--- src/rtl/spell_mem_arbiter.sv ---
// ---------------------------------------------------------------------------
// spell_mem_arbiter
//
// Purpose:
//   Round-robin arbiter and access sequencer for the single shared spell
//   memory port. Port A is the CPU core (fetch/load/store), port B is the
//   debug/programming interface. One request is latched at a time, memory
//   select is held until the memory reports data_ready, the result is
//   returned to the owner with a one-cycle ack, and select is then dropped
//   for one cycle so the memory can clear data_ready. A watchdog aborts any
//   access that waits TIMEOUT cycles without data_ready.
//
// Parameters:
//   TIMEOUT        max cycles spent waiting for mem_ready (2..255)
//
// Ports:
//   clk, rst_n     clock, synchronous active-low reset
//   a_req          port A request (level, held until a_ack)
//   a_addr         port A address
//   a_type_data    port A memory select: 1 = data memory, 0 = code memory
//   a_write        port A direction: 1 = write, 0 = read
//   a_wdata        port A write data
//   a_ack          port A completion pulse (one cycle)
//   a_rdata        port A read data, valid while a_ack = 1, else 0
//   a_err          port A timeout flag, valid while a_ack = 1, else 0
//   b_*            identical set for port B
//   mem_select     memory select
//   mem_addr       memory address
//   mem_type_data  memory type (data/code)
//   mem_write      memory write strobe
//   mem_wdata      memory write data
//   mem_rdata      memory read data
//   mem_ready      memory data_ready
//   busy           high whenever the sequencer is not idle
//   grant_b        owner of the current/last access (0 = A, 1 = B)
// ---------------------------------------------------------------------------
module spell_mem_arbiter #(
  parameter int TIMEOUT = 15
) (
  input  logic       clk,
  input  logic       rst_n,

  input  logic       a_req,
  input  logic [7:0] a_addr,
  input  logic       a_type_data,
  input  logic       a_write,
  input  logic [7:0] a_wdata,
  output logic       a_ack,
  output logic [7:0] a_rdata,
  output logic       a_err,

  input  logic       b_req,
  input  logic [7:0] b_addr,
  input  logic       b_type_data,
  input  logic       b_write,
  input  logic [7:0] b_wdata,
  output logic       b_ack,
  output logic [7:0] b_rdata,
  output logic       b_err,

  output logic       mem_select,
  output logic [7:0] mem_addr,
  output logic       mem_type_data,
  output logic       mem_write,
  output logic [7:0] mem_wdata,
  input  logic [7:0] mem_rdata,
  input  logic       mem_ready,

  output logic       busy,
  output logic       grant_b
);

  typedef enum logic [1:0] {
    IDLE    = 2'd0,
    ACCESS  = 2'd1,
    RELEASE = 2'd2
  } state_t;

  // Watchdog fires when the counter reaches this value while still waiting.
  localparam logic [7:0] LAST_COUNT = 8'(TIMEOUT - 1);

  state_t     state;
  logic       last_grant;
  logic [7:0] counter;

  logic       pick_b;
  logic       timeout_hit;
  logic       finish;
  logic [7:0] ret_data;
  logic       ret_err;

  // Round-robin choice: B wins when it is the only requester, or when both
  // request and A was served last. last_grant resets to B so A wins the
  // first tie after reset.
  assign pick_b = b_req & (~a_req | ~last_grant);

  // Completion of an access. mem_ready takes priority over the watchdog, so
  // data arriving in the final allowed cycle is still returned without error.
  // Writes return 0 as read data.
  always_comb begin
    timeout_hit = (counter == LAST_COUNT);
    finish      = mem_ready | timeout_hit;
    ret_err     = ~mem_ready;
    ret_data    = 8'h00;
    if (mem_ready && !mem_write) begin
      ret_data = mem_rdata;
    end
  end

  // Sequencer: IDLE grants and latches a request, ACCESS holds the memory
  // interface stable until ready or timeout, RELEASE keeps select low for
  // exactly one cycle. Ack/rdata/err are pulses, cleared every cycle unless
  // an access completes, so they read as 0 whenever ack is low.
  always_ff @(posedge clk) begin
    if (!rst_n) begin
      state         <= IDLE;
      last_grant    <= 1'b1;
      counter       <= 8'h00;
      a_ack         <= 1'b0;
      a_rdata       <= 8'h00;
      a_err         <= 1'b0;
      b_ack         <= 1'b0;
      b_rdata       <= 8'h00;
      b_err         <= 1'b0;
      mem_select    <= 1'b0;
      mem_addr      <= 8'h00;
      mem_type_data <= 1'b0;
      mem_write     <= 1'b0;
      mem_wdata     <= 8'h00;
      busy          <= 1'b0;
      grant_b       <= 1'b0;
    end else begin
      a_ack   <= 1'b0;
      a_rdata <= 8'h00;
      a_err   <= 1'b0;
      b_ack   <= 1'b0;
      b_rdata <= 8'h00;
      b_err   <= 1'b0;

      case (state)
        IDLE: begin
          if (a_req || b_req) begin
            grant_b       <= pick_b;
            last_grant    <= pick_b;
            mem_addr      <= pick_b ? b_addr      : a_addr;
            mem_type_data <= pick_b ? b_type_data : a_type_data;
            mem_write     <= pick_b ? b_write     : a_write;
            mem_wdata     <= pick_b ? b_wdata     : a_wdata;
            mem_select    <= 1'b1;
            counter       <= 8'h00;
            busy          <= 1'b1;
            state         <= ACCESS;
          end
        end

        ACCESS: begin
          if (finish) begin
            if (grant_b) begin
              b_ack   <= 1'b1;
              b_rdata <= ret_data;
              b_err   <= ret_err;
            end else begin
              a_ack   <= 1'b1;
              a_rdata <= ret_data;
              a_err   <= ret_err;
            end
            mem_select <= 1'b0;
            state      <= RELEASE;
          end else begin
            counter <= counter + 8'd1;
          end
        end

        RELEASE: begin
          busy  <= 1'b0;
          state <= IDLE;
        end

        default: begin
          mem_select <= 1'b0;
          busy       <= 1'b0;
          state      <= IDLE;
        end
      endcase
    end
  end

endmodule

--- config.mk ---
export PLATFORM = sky130hd
export DESIGN_NAME = spell_mem_arbiter
export DESIGN_NICKNAME = d
export VERILOG_FILES = /design/src/rtl/spell_mem_arbiter.sv
export SDC_FILE = /design/constraint.sdc
export NUM_CORES = 1
export LEC_CHECK = 0
export ABC_AREA = 1
export BUFFER_PORTS_ARGS = -buffer_cell sky130_fd_sc_hd__buf_2
export CORE_MARGIN = 3
export CORE_UTILIZATION = 30
export CTS_BUF_LIST = sky130_fd_sc_hd__clkbuf_8
export CTS_CLUSTER_SIZE = 10
export DETAILED_ROUTE_END_ITERATION = 8
export PLACE_DENSITY = 0.66
export SETUP_SLACK_MARGIN = 0.15
export SYNTH_ARGS = -nofsm -noshare
export SYNTH_HDL_FRONTEND = slang
export SYNTH_SLANG_ARGS = --single-unit
--- constraint.sdc ---
create_clock -name clk -period 1.5 [get_ports clk]
set_clock_uncertainty 0.05 [all_clocks]
set_input_delay 0.3 -clock clk [delete_from_list [all_inputs] [get_ports clk]]
set_output_delay 0.3 -clock clk [all_outputs]
set_load 0.005 [all_outputs]
==> metrics.txt <==
# TYPE chip_impl_metric gauge
chip_impl_info{name="worstSetupStartpointType",value="flop"} 1
chip_impl_metric{name="max_slew.worst_pin.slew",unit="ns"} 0.484
chip_impl_info{name="run_status",value="complete, no violations"} 1
chip_impl_info{name="tritoncts",value="built"} 1
chip_impl_metric{name="synth_enable_flop_cells",unit=""} 0
chip_impl_metric{name="slew_violations",unit=""} 0
chip_impl_metric{name="htree_num_levels",unit=""} 2
chip_impl_metric{name="route.detailed.wl_per_inst",unit="um"} 12.4
chip_impl_metric{name="die_h",unit="um"} 88.7
chip_impl_metric{name="grt_overflow_total",unit=""} 0
chip_impl_metric{name="top_level_ports",unit=""} 90
chip_impl_metric{name="yosys_warnings",unit=""} 0
chip_impl_metric{name="final_instance_area",unit="um2"} 2930
chip_impl_metric{name="floorplan.rows",unit=""} 29
chip_impl_metric{name="worst-endpoint-required",unit="ns"} 1.66
chip_impl_info{name="synth.top_cells.by_area",value="sky130_fd_sc_hd__dfxtp_1, sky130_fd_sc_hd__nand2_1, sky130_fd_sc_hd__a31oi_1, sky130_fd_sc_hd__nor2_1, sky130_fd_sc_hd__o21ai_0"} 1
chip_impl_metric{name="floorplan.initialDensity",unit="%"} 31.6
chip_impl_metric{name="yosys_cell_types",unit=""} 24
chip_impl_metric{name="register_area",unit="um2"} 1050
chip_impl_metric{name="power.density",unit="nW/um2"} 1030
chip_impl_metric{name="drive_gt1_share",unit="%"} 42.2
chip_impl_metric{name="areaGrowthSynthToFinish",unit="%"} 42.8
chip_impl_metric{name="core_region_area",unit="um2"} 6490
chip_impl_metric{name="placedInstanceArea",unit="um2"} 2610
chip_impl_metric{name="cts_hold_repair.buffers",unit=""} 0
chip_impl_metric{name="grt_pass1_wl",unit="mm"} 8.47
chip_impl_metric{name="dp_cells",unit=""} 432
chip_impl_metric{name="max_freq",unit="GHz"} 0.711
chip_impl_metric{name="count_of_antenna_violating_nets_left_after_detailed_routing",unit=""} 0
chip_impl_metric{name="vias",unit=""} 2110
chip_impl_metric{name="drt_drc_violations_left",unit=""} 0
chip_impl_metric{name="cts.clk_slew.worst_paths",unit="ns"} 0.10
chip_impl_metric{name="max-slew-margin-rel",unit="%"} 67.6
chip_impl_metric{name="multi_input_area",unit="um2"} 975
chip_impl_metric{name="utilization",unit="%"} 45.1
chip_impl_metric{name="synth.top_cell.area_share",unit="%"} 50.8
chip_impl_metric{name="first_global_vias",unit=""} 1907
chip_impl_info{name="rsz_0062_raised_after_global_routing",value="yes"} 1
chip_impl_info{name="yosys.area.top_type",value="sky130_fd_sc_hd__dfxtp_1"} 1
chip_impl_metric{name="syn_inst",unit=""} 268
chip_impl_metric{name="first_pass_iteration_count_of_the_detailed_router",unit=""} 4
chip_impl_metric{name="synthesis.nets",unit=""} 319
chip_impl_info{name="worst-setup-path-type",value="reg2reg"} 1
chip_impl_info{name="end_kind",value="flop"} 1
chip_impl_metric{name="drv_cap",unit=""} 0
chip_impl_metric{name="grt_antenna_before_repair",unit=""} 0
chip_impl_metric{name="n_antenna_cell",unit=""} 0
chip_impl_metric{name="insertion_delay",unit="ns"} 0.30
chip_impl_metric{name="count_of_fill_cells_added_during_filler_insertion",unit=""} 638
chip_impl_metric{name="finalHoldViolations",unit=""} 0
chip_impl_info{name="buffer_type_at_the_clock_tree_root",value="sky130_fd_sc_hd__clkbuf_8"} 1
chip_impl_metric{name="power",unit="W"} 0.00301
chip_impl_metric{name="tritoncts_num_sinks",unit=""} 52
chip_impl_metric{name="drt_iter0_markers",unit=""} 114
chip_impl_metric{name="dieArea",unit="um2"} 7860
chip_impl_metric{name="pin_count_of_the_biggest_net_entering_global_routing",unit=""} 25
chip_impl_metric{name="final_count_of_negative_setup_slack_endpoints",unit=""} 0
chip_impl_metric{name="synth.cell_area",unit="um2"} 2050
chip_impl_metric{name="die_w",unit="um"} 88.7
chip_impl_metric{name="worst-path-max-fanout",unit=""} 5
chip_impl_metric{name="fin_crit",unit="ns"} 1.41
chip_impl_metric{name="synth.ff_latch_count",unit=""} 52
chip_impl_metric{name="min_period_over_period",unit="%"} 93.7
chip_impl_metric{name="layout.nets",unit=""} 420
chip_impl_info{name="commonest_register_cell_after_synthesis",value="sky130_fd_sc_hd__dfxtp_1"} 1
chip_impl_metric{name="grt.total_usage",unit="%"} 13.4
chip_impl_metric{name="detailed_place_hpwl",unit="mm"} 3.78
chip_impl_metric{name="gp_routability_congestion",unit=""} 0.866
chip_impl_metric{name="total_leakage_power",unit="nW"} 1.37
chip_impl_metric{name="postRouteWirelength",unit="mm"} 5.56
chip_impl_metric{name="vdd_ir_drop_max",unit="mV"} 0.453
chip_impl_metric{name="cts_inserted_buffers",unit=""} 5
chip_impl_metric{name="layout.cells.non_filler",unit=""} 447
chip_impl_metric{name="synthArstFlopShare",unit="%"} 0
chip_impl_metric{name="max-clock-path-buffers",unit=""} 2
chip_impl_info{name="min_path_type",value="in2reg"} 1
chip_impl_metric{name="numPortBuffers",unit=""} 89
chip_impl_metric{name="viasPerCell",unit=""} 4.72
chip_impl_metric{name="synthesis.area_per_instance",unit="um2"} 7.65
chip_impl_metric{name="synth_seq_area_share",unit="%"} 50.8
chip_impl_metric{name="worstPathArrival",unit="ns"} 1.57
[synthesized netlist by cell type (3+ instances only)]
cell	number
sky130_fd_sc_hd__inv_1	16
sky130_fd_sc_hd__dfxtp_1	52
sky130_fd_sc_hd__nand3_1	11
sky130_fd_sc_hd__clkbuf_1	5
sky130_fd_sc_hd__a31oi_1	18
sky130_fd_sc_hd__a21oi_1	11
sky130_fd_sc_hd__buf_2	3
sky130_fd_sc_hd__nor2_1	30
sky130_fd_sc_hd__nand2_1	80
sky130_fd_sc_hd__o21ai_0	19
[state kept, by name, indices dropped and copies added (netlist names)]
signal / cells
a_ack: 1
a_err: 1
a_rdata: 8
b_ack: 1
b_err: 1
b_rdata: 8
busy: 1
counter: 8
grant_b: 1
last_grant: 1
mem_addr: 8
mem_select: 1
mem_type_data: 1
mem_wdata: 8
mem_write: 1
state: 2
[layer usage]
metal	global-route usage, %	up-vias	wire length (um)
met5	0	-	0
met4	2.88	0	21
met3	3.45	4	384
met2	22.1	80	2720
met1	17.7	952	2440
li1	-	1074	-
[cells by family after synthesis]
logic type | Yosys count | share of synthesized area [%]
buffers and inverters | 31 | 6.71
AO/OA/AOI/OAI | 50 | 13.6
AND/OR/NAND/NOR | 133 | 27.7
flip-flops | 52 | 50.8
adder cells (fa/ha/maj) | 2 | 1.22
[per-stage QoR]
step	setup slack (ns)	hold WS (ns)	TNS, ns
after detailed placement	0.0504	0.412	0
after global routing	-0.00287	0.192	-0.00287
after CTS	0.151	0.182	0
final	0.0942	0.191	0
after floorplan	0.197	0.360	0
after global placement	0.0979	0.400	0
[worst max-delay path, cell delays in order, from the launching register on]
cell and delay (ns):
sky130_fd_sc_hd__dfxtp_4 0.39, sky130_fd_sc_hd__inv_4 0.05, sky130_fd_sc_hd__ha_4 0.15, sky130_fd_sc_hd__inv_2 0.04
sky130_fd_sc_hd__nor2_2 0.03, sky130_fd_sc_hd__nand3_2 0.10, sky130_fd_sc_hd__nand2_2 0.07, sky130_fd_sc_hd__nand2_2 0.10
sky130_fd_sc_hd__clkinv_4 0.10, sky130_fd_sc_hd__nand2_4 0.11, sky130_fd_sc_hd__inv_4 0.04, sky130_fd_sc_hd__nand2_2 0.05
sky130_fd_sc_hd__inv_2 0.03
[cell type report]
type	instances	share of cell area (%)
timing repair buffer	103	20.4
clock buffer	5	2.35
inverter	20	3.08
multi-input combinational	187	33.3
sequential	52	36.0
clock inverter	3	1.58
tap	77	3.29
[cells in the final DEF, fill, tap and decap left out, types with 2 or more instances in the layout]
cell type                  netlist  layout
sky130_fd_sc_hd__nor2_2          2       8
sky130_fd_sc_hd__inv_2           1       4
sky130_fd_sc_hd__nand2_1        80      73
sky130_fd_sc_hd__buf_2           3      89
sky130_fd_sc_hd__dfxtp_1        52      45
sky130_fd_sc_hd__o21bai_1        2       2
sky130_fd_sc_hd__dfxtp_2         0       5
sky130_fd_sc_hd__nand2_4         2       2
sky130_fd_sc_hd__clkinv_4        0       2
sky130_fd_sc_hd__nor2_1         30      23
sky130_fd_sc_hd__a21oi_1        11       9
sky130_fd_sc_hd__o21ai_0        19      19
sky130_fd_sc_hd__inv_4           0       2
sky130_fd_sc_hd__nand3_1        11       9
sky130_fd_sc_hd__inv_1          16      11
sky130_fd_sc_hd__buf_6           1       2
sky130_fd_sc_hd__a31oi_1        18      18
sky130_fd_sc_hd__nor2_4          1       2
sky130_fd_sc_hd__nand3_2         2       3
sky130_fd_sc_hd__nor3b_1         2       2
sky130_fd_sc_hd__a21oi_2         0       2
sky130_fd_sc_hd__nand2_2         2      10
sky130_fd_sc_hd__dfxtp_4         0       2
sky130_fd_sc_hd__clkbuf_8        0       5
sky130_fd_sc_hd__buf_4           2       8
[timing repair]
item	4_1_cts	5_1_grt
setup buffers	1	2
setup endpoints to repair	27	50
gates cloned	2	2
gates resized for setup	12	36
pin swaps	3	7
[final timing paths]
check	end	startpoint	cells past startpoint	slack, ns
worst max register to register	b_err$_SDFF_PN0_	counter[0]$_SDFFE_PN0P_	12	0.09
worst max-delay path	b_err$_SDFF_PN0_	counter[0]$_SDFFE_PN0P_	12	0.09
worst min register to register	mem_select$_SDFFE_PN0P_	state[0]$_SDFFE_PN0P_	1	0.40
worst min-delay path	mem_addr[6]$_SDFFE_PN0P_	b_addr[6]	3	0.19
[power breakdown]
group / switching [W] / leakage [nW] / total, W / internal [W]
Combinational: 0.000285 / 0.888 / 0.000518 / 0.000233
Sequential: 0.0000470 / 0.429 / 0.00151 / 0.00146
Clock: 0.000478 / 0.0548 / 0.000981 / 0.000503
(Power assumes the default switching activity.)
